[config.mk]
export PLATFORM = sky130hd
export DESIGN_NAME = track_result_buffer
export DESIGN_NICKNAME = d
export VERILOG_FILES = /design/src/rtl/track_result_buffer_pkg.sv /design/src/rtl/track_result_buffer_sync_fifo.sv /design/src/rtl/track_result_buffer.sv
export SDC_FILE = /design/constraint.sdc
export NUM_CORES = 1
export LEC_CHECK = 0
export ABC_CLOCK_PERIOD_IN_PS = 9600
export CORE_MARGIN = 2
export CORE_UTILIZATION = 50
export CTS_CLUSTER_SIZE = 14
export DETAILED_ROUTE_END_ITERATION = 7
export PLACE_DENSITY_LB_ADDON = 0.15
export SLEW_MARGIN = 40
export SYNTH_ARGS = -nofsm -noshare
export SYNTH_HDL_FRONTEND = slang
export SYNTH_SLANG_ARGS = --single-unit
[constraint.sdc]
create_clock -name clk -period 9.6 [get_ports clk]
set_clock_uncertainty 0.2 [all_clocks]
set_input_delay 0.96 -clock clk [delete_from_list [all_inputs] [get_ports clk]]
set_output_delay 0.96 -clock clk [all_outputs]
set_load 0.02 [all_outputs]
[src/rtl/track_result_buffer_pkg.sv]
// Shared widths and packing helpers for the tracking-result buffer.
// Entry layout, MSB to LSB: {seq, i, q, wdf}.
package track_result_buffer_pkg;

    localparam int TRB_SEQ_W        = 8;
    localparam int TRB_ACC_W_DEF    = 18;
    localparam int TRB_WDF_W_DEF    = 24;
    localparam int TRB_DEPTH_LG_DEF = 3;
    localparam logic [TRB_SEQ_W-1:0] TRB_OVF_MAX = 8'd255;

    function automatic int trb_entry_w(input int acc_w, input int wdf_w);
        return TRB_SEQ_W + 2 * acc_w + wdf_w;
    endfunction

    function automatic int trb_q_lsb(input int wdf_w);
        return wdf_w;
    endfunction

    function automatic int trb_i_lsb(input int acc_w, input int wdf_w);
        return wdf_w + acc_w;
    endfunction

    function automatic int trb_seq_lsb(input int acc_w, input int wdf_w);
        return wdf_w + 2 * acc_w;
    endfunction

endpackage

[src/rtl/track_result_buffer_sync_fifo.sv]
// Storage FIFO for the result buffer: wrap-around pointers plus an occupancy counter.
// A pop is honoured only when not empty; a push when full only together with a pop.
module track_result_buffer_sync_fifo #(
    parameter int WIDTH    = 68,
    parameter int DEPTH_LG = 3
) (
    input  logic                clk,
    input  logic                reset_n,
    input  logic                push,
    input  logic                pop,
    input  logic                flush,
    input  logic [WIDTH-1:0]    data_in,
    output logic [WIDTH-1:0]    head,
    output logic [DEPTH_LG:0]   level,
    output logic                full,
    output logic                empty
);

    localparam int                  DEPTH     = 1 << DEPTH_LG;
    localparam logic [DEPTH_LG:0]   DEPTH_CNT = (DEPTH_LG+1)'(DEPTH);
    localparam logic [DEPTH_LG:0]   CNT_ONE   = (DEPTH_LG+1)'(1);
    localparam logic [DEPTH_LG-1:0] PTR_ONE   = DEPTH_LG'(1);

    logic [WIDTH-1:0]    mem_r [DEPTH];
    logic [DEPTH_LG-1:0] wr_ptr_r;
    logic [DEPTH_LG-1:0] rd_ptr_r;
    logic [DEPTH_LG:0]   count_r;
    logic                full_s;
    logic                empty_s;
    logic                do_push_s;
    logic                do_pop_s;

    // Status decode and qualified push/pop; flush overrides both.
    always_comb begin
        full_s    = (count_r == DEPTH_CNT);
        empty_s   = (count_r == {(DEPTH_LG+1){1'b0}});
        do_pop_s  = pop & ~empty_s & ~flush;
        do_push_s = push & ~flush & (~full_s | do_pop_s);
    end

    // Entry storage; left unreset so it maps onto plain RAM.
    always_ff @(posedge clk) begin
        if (do_push_s) begin
            mem_r[wr_ptr_r] <= data_in;
        end
    end

    // Pointer and occupancy bookkeeping.
    always_ff @(posedge clk or negedge reset_n) begin
        if (!reset_n) begin
            wr_ptr_r <= {DEPTH_LG{1'b0}};
            rd_ptr_r <= {DEPTH_LG{1'b0}};
            count_r  <= {(DEPTH_LG+1){1'b0}};
        end else if (flush) begin
            wr_ptr_r <= {DEPTH_LG{1'b0}};
            rd_ptr_r <= {DEPTH_LG{1'b0}};
            count_r  <= {(DEPTH_LG+1){1'b0}};
        end else begin
            if (do_push_s) begin
                wr_ptr_r <= wr_ptr_r + PTR_ONE;
            end
            if (do_pop_s) begin
                rd_ptr_r <= rd_ptr_r + PTR_ONE;
            end
            case ({do_push_s, do_pop_s})
                2'b10:   count_r <= count_r + CNT_ONE;
                2'b01:   count_r <= count_r - CNT_ONE;
                default: count_r <= count_r;
            endcase
        end
    end

    assign head  = mem_r[rd_ptr_r];
    assign level = count_r;
    assign full  = full_s;
    assign empty = empty_s;

endmodule

[src/rtl/track_result_buffer.sv]
// Captures per-epoch tracking results, tags them with a sequence number and queues
// them for the back-end reader; drops on a full queue are counted, not silent.
module track_result_buffer
    import track_result_buffer_pkg::*;
#(
    parameter int ACC_W    = TRB_ACC_W_DEF,
    parameter int WDF_W    = TRB_WDF_W_DEF,
    parameter int DEPTH_LG = TRB_DEPTH_LG_DEF
) (
    input  logic                  clk,
    input  logic                  reset_n,
    input  logic                  tracking_ready,
    input  logic [ACC_W-1:0]      i_prompt_k,
    input  logic [ACC_W-1:0]      q_prompt_k,
    input  logic [WDF_W-1:0]      w_df_k,
    input  logic                  flush,
    input  logic                  clear_overflow,
    output logic                  rd_valid,
    output logic [TRB_SEQ_W-1:0]  rd_seq,
    output logic [ACC_W-1:0]      rd_i,
    output logic [ACC_W-1:0]      rd_q,
    output logic [WDF_W-1:0]      rd_wdf,
    input  logic                  rd_ack,
    output logic [DEPTH_LG:0]     level,
    output logic                  overflow,
    output logic [TRB_SEQ_W-1:0]  ovf_count
);

    localparam int ENTRY_W = trb_entry_w(ACC_W, WDF_W);
    localparam int I_LSB   = trb_i_lsb(ACC_W, WDF_W);
    localparam int Q_LSB   = trb_q_lsb(WDF_W);
    localparam int SEQ_LSB = trb_seq_lsb(ACC_W, WDF_W);

    logic [TRB_SEQ_W-1:0] seq_r;
    logic                 overflow_r;
    logic [TRB_SEQ_W-1:0] ovf_count_r;
    logic [ENTRY_W-1:0]   entry_s;
    logic [ENTRY_W-1:0]   head_s;
    logic                 full_s;
    logic                 empty_s;
    logic                 valid_s;
    logic                 drop_s;

    assign entry_s = {seq_r, i_prompt_k, q_prompt_k, w_df_k};
    // A same-cycle ack on a full queue makes room, so only an un-acked full write drops.
    assign drop_s  = tracking_ready & ~flush & full_s & ~rd_ack;
    assign valid_s = ~empty_s;

    track_result_buffer_sync_fifo #(
        .WIDTH    (ENTRY_W),
        .DEPTH_LG (DEPTH_LG)
    ) u_fifo (
        .clk     (clk),
        .reset_n (reset_n),
        .push    (tracking_ready),
        .pop     (rd_ack),
        .flush   (flush),
        .data_in (entry_s),
        .head    (head_s),
        .level   (level),
        .full    (full_s),
        .empty   (empty_s)
    );

    // Sequence tag advances on every pulse, stored, dropped or flushed.
    always_ff @(posedge clk or negedge reset_n) begin
        if (!reset_n) begin
            seq_r <= 8'd0;
        end else if (tracking_ready) begin
            seq_r <= seq_r + 8'd1;
        end else begin
            seq_r <= seq_r;
        end
    end

    // Sticky overflow and saturating drop count; a drop wins over a same-cycle clear.
    always_ff @(posedge clk or negedge reset_n) begin
        if (!reset_n) begin
            overflow_r  <= 1'b0;
            ovf_count_r <= 8'd0;
        end else if (clear_overflow) begin
            overflow_r  <= drop_s;
            ovf_count_r <= drop_s ? 8'd1 : 8'd0;
        end else if (drop_s) begin
            overflow_r  <= 1'b1;
            ovf_count_r <= (ovf_count_r == TRB_OVF_MAX) ? ovf_count_r : ovf_count_r + 8'd1;
        end else begin
            overflow_r  <= overflow_r;
            ovf_count_r <= ovf_count_r;
        end
    end

    assign rd_valid  = valid_s;
    assign rd_seq    = head_s[SEQ_LSB +: TRB_SEQ_W] & {TRB_SEQ_W{valid_s}};
    assign rd_i      = head_s[I_LSB +: ACC_W] & {ACC_W{valid_s}};
    assign rd_q      = head_s[Q_LSB +: ACC_W] & {ACC_W{valid_s}};
    assign rd_wdf    = head_s[0 +: WDF_W] & {WDF_W{valid_s}};
    assign overflow  = overflow_r;
    assign ovf_count = ovf_count_r;

endmodule
==> flow_summary.ini <==
[outcome]
status = finished clean

[clock_network]
cts_buffers = 57
cts.sinks = 571
clk_path_buf_depth = 3
cts_setup_buffers = 0
clkTransAtPathRegs_ps = 60
clock_latency_ps = 600
tritoncts = built
cts-resized-gates = 0
cts_hold_buf = 0
root_buffer = clkbuf_16
htree_levels = 2

[power_and_ir_drop]
vdd_drop_max_mv = 0.209
power.leakage_nw = 8.09
cellPowerDensity_nw_per_um2 = 260
p_comb_frac = 0.256
p_int_mw = 4.90
power_frac_seq = 0.432
pwr-share-clk = 0.312
swShare = 0.278
p_switching_mw = 1.89

[synth]
yosys.area.top_type = edfxtp_1
synth_fp_nets = 1090
yosysSeqAreaShare = 0.772
netlist_area_sq_um = 22000
synth_area_leaders = edfxtp_1 74%, mux4_2 14%, mux2i_1 3.2%
synth_area_per_cell_sq_um = 21.6
yosysWarnings = 0
syn_inst = 1018
synth_seq_cells = 571
yosysTopAreaCellShare = 0.741
synth.distinct_cells = 41

[global_routing]
grt_overflow = 0
grt_pass1_vias = 10742
grtUsageTotal = 0.188
antenna_found_initial = 4
grt_max_degree = 64
grt_first_pass_wirelength_microns = 64700

[worst_setup_path]
critical_path_class = reg2out
cp-start-kind = register
crit_required_ps = 8440
worstSetupEndpointType = output pin
cp_data_arrival_time_ps = 3510
worstPathMaxFanout = 25
cpMaxStageDelayCell = dfrtp_4
max_stage_delay_ps = 720
cp_num_buf_inv = 3
rrSetupSlack_ps = 6050
path_delay_family = buffers and inverters
worstPathCellList = buf_12 > buf_4 > mux4_2 > mux2i_1 > nor2_1 > clkdlybuf4s50_1

[floorplanning]
start_util = 0.509
fp.dieH_microns = 214
io_pins = 148
core_sq_um = 43300
die_w_microns = 214
rows = 76
die-area_sq_um = 45800

[run]
drv_cap = 0

[layout]
final_common_cell = edfxtp_1
fill_cells = 3077
final_area_sq_um = 26100
drive_gt1_frac = 0.213
syn_to_final_growth_pct = 18.6
layout_common_cells = 544 x edfxtp_1, 147 x clkdlybuf4s50_1, 136 x mux4_2, 82 x nor2_1, 70 x mux2i_1
nNetsFinal = 1268

[routing]
final_antenna_net_count = 0
wirelength_microns = 42400
first_pass_iters = 5
drc = 0
routedWlPerCell_microns = 23.2
via_per_inst = 5.56
dr_total_vias = 10172
drt_iter0_drc = 772

[sta]
worst_pin_slew_ps = 820
setup_viol = 0
maxSlewViolCount = 0
final.period_utilization = 0.487
period_minus_slack_ps = 4670
final.setup.tns_ps = 0
rsz0062_at_grt = no
fmax_mhz = 214
final_hold_viol_count = 0
maxSlewHeadroom = 0.453

[placed_design]
gp_congestion = 0.727
dp_hpwl_microns = 22800
io_buffers = 147
place_area_sq_um = 24300

[min_path]
min_path_type = reg2reg
## metal layers
metal  vias up  global-route usage  part of all wire
met1      5350               0.260              0.44
li1       4557                   -                 -
met5         -                   0           0.00092
met3        50              0.0427             0.050
met2       209               0.307              0.49
met4         6              0.0445             0.015
## cell type report
type / count / area [sq um] / area share
flip-flops and latches: 571 / 17000 / 0.651
multi-input cells: 388 / 4860 / 0.186
repair buffers: 170 / 1690 / 0.0646
clock buffers: 85 / 1670 / 0.0637
well taps: 585 / 732 / 0.0280
clock inverters: 22 / 144 / 0.00550
inverters: 8 / 30.0 / 0.00115
diodes: 1 / 2.50 / 0.0000957
## per-stage QoR
step,hold WS (ps),cells,utilization,setup WS [ps],power (mW)
floorplan,339,1018,-,2200,4.05
global placement,278,1720,0.561,4910,4.73
detailed placement,290,1721,0.562,4900,4.76
CTS,311,1828,0.604,4800,6.87
global route,347,1829,0.604,4650,7.06
finish,308,1830,0.604,4930,6.78
## power groups by stage
stage               Sequential [mW]  Combinational (mW)  Clock, mW
floorplan                      2.93                1.11          0
global placement               3.01                1.72          0
detailed placement             2.98                1.77          0
CTS                            2.93                1.78       2.16
global route                   2.94                1.86       2.26
finish                         2.93                1.74       2.12
## synth_stat cells, drive strengths merged
master,count
edfxtp,544
mux4,136
nor2,88
mux2i,70
clkbuf,28
dfrtp,27
buf,23
nand2,10
xor2,10
inv,8
a21oi,6
ha,6
nand3,5
xnor2,5
mux2,4
nor2b,4
nor3,4
o211ai,4
a311oi,3
nand2b,3
nand4,3
nor4,3
a211oi,2
and3,2
and4,2
o21ai,2
o311ai,2
o31ai,2
or3,2
or3b,2
or4,2
a2111oi,1
a21o,1
nand3b,1
nor3b,1
o41ai,1
or2,1
## logic make-up (layout without fill, tap and decap cells)
kind of cell             count (synthesis)  in the layout  share of synthesized area
multiplexers                           210            210                      0.173
flip-flops                             571            571                      0.772
adder cells (fa/ha/maj)                  6              6                    0.00341
XOR/XNOR                                15             15                    0.00596
AO/OA/AOI/OAI                           24             24                    0.00795
other                                    0              1                          0
AND/OR/NAND/NOR                        133            133                     0.0272
buffers and inverters                   59            285                     0.0108
## state kept, by name, indices dropped and copies added, names as in the netlist
name             count
u_fifo.mem_r       544
overflow             1
u_fifo.wr_ptr_r      3
u_fifo.rd_ptr_r      3
seq_r                8
ovf_count            8
u_fifo.level         4
## worst register-to-register path: stages (launching register included)
cell and delay (ps):
dfrtp_1 530, or3_4 220, o21ai_0 200, or3b_2 650, nor2_4 580, buf_4 770
## path summary, 6_finish.rpt
check,start,endpoint,depth (start not counted)
max reg2reg,u_fifo.level[1]$_DFFE_PN0P_,u_fifo.mem_r[3][53]$_DFFE_PP_,5
min,overflow$_DFFE_PN0P_,overflow$_DFFE_PN0P_,1
max in group asynchronous,reset_n,u_fifo.rd_ptr_r[1]$_DFFE_PN0P_,2
max,u_fifo.rd_ptr_r[0]$_DFFE_PN0P_,rd_seq[7],6
min reg2reg,overflow$_DFFE_PN0P_,overflow$_DFFE_PN0P_,1
min in group asynchronous,reset_n,seq_r[1]$_DFFE_PN0P_,2
No activity file was read; power rests on OpenSTA's default activity.
